### src/rtl/bcd_serial_add_if.sv
// Bundle between the requesting unit, the digit-serial BCD sequencer and the
// shared single-digit BCD adder. The slave modport is the sequencer side.
interface bcd_serial_add_if #(
    parameter int DIGITS = 4
);
    logic                  start;
    logic [4*DIGITS-1:0]   a;
    logic [4*DIGITS-1:0]   b;
    logic                  cin;
    logic                  busy;
    logic                  done;
    logic                  err;
    logic [4*DIGITS-1:0]   sum;
    logic                  cout;
    logic [3:0]            bcd_a;
    logic [3:0]            bcd_b;
    logic                  bcd_cin;
    logic [3:0]            bcd_sum;
    logic                  bcd_cout;

    modport master (
        output start, a, b, cin, bcd_sum, bcd_cout,
        input  busy, done, err, sum, cout, bcd_a, bcd_b, bcd_cin
    );

    modport slave (
        input  start, a, b, cin, bcd_sum, bcd_cout,
        output busy, done, err, sum, cout, bcd_a, bcd_b, bcd_cin
    );
endinterface

### src/rtl/bcd_serial_add_ctrl.sv
// Multi-digit packed-BCD adder sequencer. Latches two operands on start and
// feeds one digit pair per clock (LSD first) to a shared combinational
// single-digit BCD adder, chaining the decimal carry through a register.
//
// state | meaning
// IDLE  | waiting for start; result outputs hold the last operation
// RUN   | one digit pair presented to the adder per cycle
// DONE  | one-cycle done pulse, result and cout valid
module bcd_serial_add_ctrl #(
    parameter int DIGITS = 4
) (
    input  logic             clk,
    input  logic             rst,
    bcd_serial_add_if.slave  bus
);
    localparam int W    = 4 * DIGITS;
    localparam int IW   = (DIGITS > 1) ? $clog2(DIGITS) : 1;
    localparam logic [IW-1:0] LAST = IW'(DIGITS - 1);

    typedef enum logic [1:0] {
        IDLE = 2'd0,
        RUN  = 2'd1,
        DONE = 2'd2
    } state_t;

    state_t          state;
    logic [W-1:0]    opa;
    logic [W-1:0]    opb;
    logic [W-1:0]    sum_r;
    logic [IW-1:0]   idx;
    logic            carry;
    logic            busy_r;
    logic            done_r;
    logic            err_r;
    logic            cout_r;
    logic [3:0]      bcd_a_r;
    logic [3:0]      bcd_b_r;
    logic            bcd_cin_r;

    function automatic logic [3:0] digit_of(input logic [W-1:0] vec, input int k);
        return vec[4*k +: 4];
    endfunction

    function automatic logic has_bad_digit(input logic [W-1:0] vec);
        logic bad;
        bad = 1'b0;
        for (int i = 0; i < DIGITS; i++) begin
            if (vec[4*i +: 4] > 4'd9) bad = 1'b1;
        end
        return bad;
    endfunction

    // Sequencer FSM; adder drive is registered so it is glitch-free and
    // already holds the next digit pair when the state enters/stays in RUN.
    always_ff @(posedge clk or posedge rst) begin
        if (rst) begin
            state     <= IDLE;
            opa       <= '0;
            opb       <= '0;
            sum_r     <= '0;
            idx       <= '0;
            carry     <= 1'b0;
            busy_r    <= 1'b0;
            done_r    <= 1'b0;
            err_r     <= 1'b0;
            cout_r    <= 1'b0;
            bcd_a_r   <= '0;
            bcd_b_r   <= '0;
            bcd_cin_r <= 1'b0;
        end else begin
            case (state)
                IDLE: begin
                    done_r <= 1'b0;
                    if (bus.start) begin
                        opa    <= bus.a;
                        opb    <= bus.b;
                        carry  <= bus.cin;
                        idx    <= '0;
                        sum_r  <= '0;
                        cout_r <= 1'b0;
                        busy_r <= 1'b1;
                        if (has_bad_digit(bus.a) || has_bad_digit(bus.b)) begin
                            err_r  <= 1'b1;
                            done_r <= 1'b1;
                            state  <= DONE;
                        end else begin
                            err_r     <= 1'b0;
                            bcd_a_r   <= bus.a[3:0];
                            bcd_b_r   <= bus.b[3:0];
                            bcd_cin_r <= bus.cin;
                            state     <= RUN;
                        end
                    end
                end
                RUN: begin
                    sum_r[4*int'(idx) +: 4] <= bus.bcd_sum;
                    carry                   <= bus.bcd_cout;
                    if (idx == LAST) begin
                        cout_r    <= bus.bcd_cout;
                        done_r    <= 1'b1;
                        bcd_a_r   <= '0;
                        bcd_b_r   <= '0;
                        bcd_cin_r <= 1'b0;
                        state     <= DONE;
                    end else begin
                        idx       <= idx + 1'b1;
                        bcd_a_r   <= digit_of(opa, int'(idx) + 1);
                        bcd_b_r   <= digit_of(opb, int'(idx) + 1);
                        bcd_cin_r <= bus.bcd_cout;
                    end
                end
                DONE: begin
                    done_r <= 1'b0;
                    busy_r <= 1'b0;
                    state  <= IDLE;
                end
                default: begin
                    done_r <= 1'b0;
                    busy_r <= 1'b0;
                    state  <= IDLE;
                end
            endcase
        end
    end

    assign bus.busy    = busy_r;
    assign bus.done    = done_r;
    assign bus.err     = err_r;
    assign bus.sum     = sum_r;
    assign bus.cout    = cout_r;
    assign bus.bcd_a   = bcd_a_r;
    assign bus.bcd_b   = bcd_b_r;
    assign bus.bcd_cin = bcd_cin_r;
endmodule

### src/flat_wrapper.sv
// flat-port wrapper written by rule: the top's interface ports become plain ports
module bcd_serial_add_ctrl_flat 
#(
    parameter int DIGITS = 4
)
  (clk, rst, bus_start, bus_a, bus_b, bus_cin, bus_bcd_sum, bus_bcd_cout, bus_busy, bus_done, bus_err, bus_sum, bus_cout, bus_bcd_a, bus_bcd_b, bus_bcd_cin);
  bcd_serial_add_if #(.DIGITS(DIGITS)) bus_i ();
  input  logic clk;
  input  logic rst;
  input wire logic [$bits(bus_i.start)-1:0] bus_start;
  input wire logic [$bits(bus_i.a)-1:0] bus_a;
  input wire logic [$bits(bus_i.b)-1:0] bus_b;
  input wire logic [$bits(bus_i.cin)-1:0] bus_cin;
  input wire logic [$bits(bus_i.bcd_sum)-1:0] bus_bcd_sum;
  input wire logic [$bits(bus_i.bcd_cout)-1:0] bus_bcd_cout;
  output wire logic [$bits(bus_i.busy)-1:0] bus_busy;
  output wire logic [$bits(bus_i.done)-1:0] bus_done;
  output wire logic [$bits(bus_i.err)-1:0] bus_err;
  output wire logic [$bits(bus_i.sum)-1:0] bus_sum;
  output wire logic [$bits(bus_i.cout)-1:0] bus_cout;
  output wire logic [$bits(bus_i.bcd_a)-1:0] bus_bcd_a;
  output wire logic [$bits(bus_i.bcd_b)-1:0] bus_bcd_b;
  output wire logic [$bits(bus_i.bcd_cin)-1:0] bus_bcd_cin;
  assign bus_i.start = bus_start;
  assign bus_i.a = bus_a;
  assign bus_i.b = bus_b;
  assign bus_i.cin = bus_cin;
  assign bus_i.bcd_sum = bus_bcd_sum;
  assign bus_i.bcd_cout = bus_bcd_cout;
  assign bus_busy = bus_i.busy;
  assign bus_done = bus_i.done;
  assign bus_err = bus_i.err;
  assign bus_sum = bus_i.sum;
  assign bus_cout = bus_i.cout;
  assign bus_bcd_a = bus_i.bcd_a;
  assign bus_bcd_b = bus_i.bcd_b;
  assign bus_bcd_cin = bus_i.bcd_cin;
  bcd_serial_add_ctrl #(.DIGITS(DIGITS)) u_core (.clk(clk), .rst(rst), .bus(bus_i));
endmodule
### config.mk
export PLATFORM = sky130hd
export DESIGN_NAME = bcd_serial_add_ctrl_flat
export DESIGN_NICKNAME = d
export VERILOG_FILES = /design/src/rtl/bcd_serial_add_if.sv /design/src/rtl/bcd_serial_add_ctrl.sv /design/src/flat_wrapper.sv
export SDC_FILE = /design/constraint.sdc
export NUM_CORES = 1
export LEC_CHECK = 0
export CORE_MARGIN = 2
export CORE_UTILIZATION = 45
export CTS_CLUSTER_SIZE = 28
export DETAILED_ROUTE_END_ITERATION = 10
export PLACE_DENSITY = 0.77
export SYNTH_ARGS = -nofsm -noshare
export SYNTH_HDL_FRONTEND = slang
export SYNTH_SLANG_ARGS = --single-unit
### constraint.sdc
create_clock -name clk -period 2.2 [get_ports clk]
set_clock_uncertainty 0.05 [all_clocks]
set_input_delay 0.44 -clock clk [delete_from_list [all_inputs] [get_ports clk]]
set_output_delay 0.44 -clock clk [all_outputs]
set_load 0.01 [all_outputs]
==> metrics.csv, run 1 <==
metric,value,unit
antenna_found_initial,0,
cts_sinks,57,
min_period,1.97,ns
postCtsHoldBufs,0,
p_seq_share,40.4,%
grt_max_degree,58,
syn_avg_cell_area,12.9,sq um
final_cell_mix,"69 x clkdlybuf4s50_1, 57 x dfrtp_1, 33 x mux2_2",
crit_required,2.42,ns
cts-buffers-inserted,9,
first_pass_iters,4,
postCtsSetupRepairBufs,0,
tns,0,ns
fill_cells,426,
fmax,507,MHz
drv_slew,0,
drt-vias-per-instance,5.44,
rows,27,
grt_pass1_vias,2051,
p_total,3190,uW
hp-class,in -> async,
clk_pin_slew,0.06,ns
tightest_slew,0.421,ns
fp.dieW,79.8,um
ys_ff_latch,57,
fin_ws,0.227,ns
regArea,0.00143,sq mm
ios,70,
synth_cell_type_count,32,
drive_gt1_share,24.8,%
internal_power,2470,uW
endpoint_kind,flop,
yosys_warnings,0,
wirelength,5730,um
crit_arrival,2.19,ns
maxSlewHeadroom,71.7,%
synth_cells,201,
rsz0062_at_grt,no,
dp_hpwl,4190,um
clockPowerShare,41.8,%
grt_pass1_wl,9670,um
mostFrequentLayoutCell,clkdlybuf4s50_1,
layout.nets,330,
sw_frac_of_total,22.5,%
initial_core_util,46.6,%
core,0.00554,sq mm
vdd_drop_max,0.469,mV
critPathKind,reg -> reg,
synthToLayoutAreaGrowth,44.6,%
cts_max_path_buffers,2,
cts_tree,yes,
drtIter0Drc,129,
status,"finished, final reports clean",
worst_setup_path_start_kind,flop,
drc,0,
overflow,0,
port_buffers,69,
multi_input_area,0.00110,sq mm
die_area,0.00636,sq mm
die_h,79.8,um
h-tree-depth,3,
post_cts_resized,0,
comb_power_share,17.8,%
cap_violations,0,
syn_area,0.00258,sq mm
postRouteAntennaNets,0,
diodes,0,
final_hold_viol_count,0,
net-switching-power,719,uW
clk_latency,0.33,ns
drt-wirelength-per-cell,15.8,um
dp_slack,-0.0536,ns
num_vias,1971,
fin_crit_sh,89.7,%
p_leak,0.00156,uW
whs,0.423,ns
setup_viol,0,
path_max_fanout,10,
synthesis.nets,246,
power_density,855,mW/mm^2
track_usage,20.1,%
ys_seq_area_share,55.2,%
place.gp.congestion,0.786,
cts_root_buf,clkbuf_8,
path summary, 6_finish.rpt:
check	slack, ns	depth (start not counted)	start	to
setup / recovery	0.23	4	u_core.idx[0]$_DFFE_PP0P_	u_core.bus.sum[15]$_DFFE_PP0P_
hold / removal	0.42	3	rst	u_core.bus.err$_DFFE_PP0P_
setup reg to reg	0.23	4	u_core.idx[0]$_DFFE_PP0P_	u_core.bus.sum[15]$_DFFE_PP0P_
hold reg to reg	0.44	2	u_core.bus.cout$_DFFE_PP0P_	u_core.bus.cout$_DFFE_PP0P_
min in group clk	0.44	2	u_core.bus.cout$_DFFE_PP0P_	u_core.bus.cout$_DFFE_PP0P_
max in group asynchronous	1.42	3	rst	u_core.opa[10]$_DFFE_PP0P_
flip-flops by register name, summed over array words and instances, names as in the netlist:
name,cells
u_core.opa,12
u_core.bus.bcd_b,4
u_core.bus.busy,1
u_core.idx,2
u_core.state,2
u_core.bus.sum,16
u_core.bus.cout,1
u_core.bus.done,1
u_core.bus.bcd_a,4
u_core.bus.bcd_cin,1
u_core.opb,12
u_core.bus.err,1
stage by stage:
stage	util [%]	cell area (sq um)	instances
6_report	67.4	3740	362
2_1_floorplan	-	2580	201
3_3_place_gp	62.3	3450	346
4_1_cts	67.3	3730	362
5_1_grt	67.4	3740	362
3_5_place_dp	62.3	3450	346
critical path, stage by stage (launching register included):
cell,delay [ns]
dfrtp_1,0.58
inv_1,0.21
ha_1,0.42
nor4_2,0.47
a22o_1,0.19
kinds of logic (layout without fill, tap and decap cells):
group	Yosys count	count (layout)	synth area share (%)
DFF	57	57	55.2
muxes	42	42	17.9
and+or+nand+nor	27	27	5.67
buffers and inverters	14	103	2.37
adders and majority gates	4	4	1.94
AOI/OAI and AO/OA	57	57	16.9
synthesized netlist by cell type:
library cell | instances | area share, %
o21a_1 | 1 | 0.29
a22o_1 | 24 | 8.1
clkbuf_1 | 1 | 0.15
and3_1 | 1 | 0.24
nand4_1 | 2 | 0.48
nand2_2 | 1 | 0.24
and4_1 | 2 | 0.68
ha_1 | 4 | 1.9
o2bb2ai_1 | 3 | 1.0
mux2_2 | 33 | 14
mux2i_1 | 9 | 3.5
inv_1 | 4 | 0.58
nor2_1 | 7 | 1.0
nor3b_1 | 1 | 0.29
inv_2 | 2 | 0.29
o211ai_1 | 1 | 0.29
buf_2 | 7 | 1.4
a21oi_1 | 3 | 0.58
a21o_1 | 1 | 0.29
a21boi_0 | 1 | 0.29
a21oi_4 | 1 | 0.63
a21oi_2 | 2 | 0.68
o21ai_0 | 15 | 2.9
nand3_1 | 4 | 0.77
a22oi_1 | 1 | 0.29
o22ai_1 | 3 | 0.73
nor2_2 | 1 | 0.24
nand2_1 | 6 | 0.87
dfrtp_1 | 57 | 55
nor4b_2 | 1 | 0.58
o31ai_4 | 1 | 0.82
nor4_1 | 1 | 0.24
per-layer routing:
layer	GRT usage [%]	vias to the layer above	share of wire, %
met5	0	-	0
met4	9.83	0	2.4
met3	4.41	12	5.6
met2	30.5	69	48
met1	27.3	960	44
li1	-	930	-
power groups by stage:
stage	sequential [uW]	clock (uW)	combinational [uW]
6_report	1290	1330	569
2_1_floorplan	1310	0	267
3_3_place_gp	1300	0	562
5_1_grt	1310	1410	622
4_1_cts	1290	1350	578
3_5_place_dp	1310	0	573
layout make-up:
cell class	instances	area share, %
sequential	57	38.2
multi-input combinational	130	29.5
timing repair buffer	81	21.9
clock buffer	11	4.05
clock inverter	5	3.35
tap	72	2.41
inverter	6	0.603
Power figures use the tool's default switching activity.
==> run 2, diff against run 1 <==
--- a/config.mk
+++ b/config.mk
@@ -10,6 +10,7 @@
 export CTS_CLUSTER_SIZE = 28
 export DETAILED_ROUTE_END_ITERATION = 10
 export PLACE_DENSITY = 0.77
+export SLEW_MARGIN = 20
 export SYNTH_ARGS = -nofsm -noshare
 export SYNTH_HDL_FRONTEND = slang
 export SYNTH_SLANG_ARGS = --single-unit
==> results of run 2 <==
Final layout, timing and power as in run 1 (identical DEF).
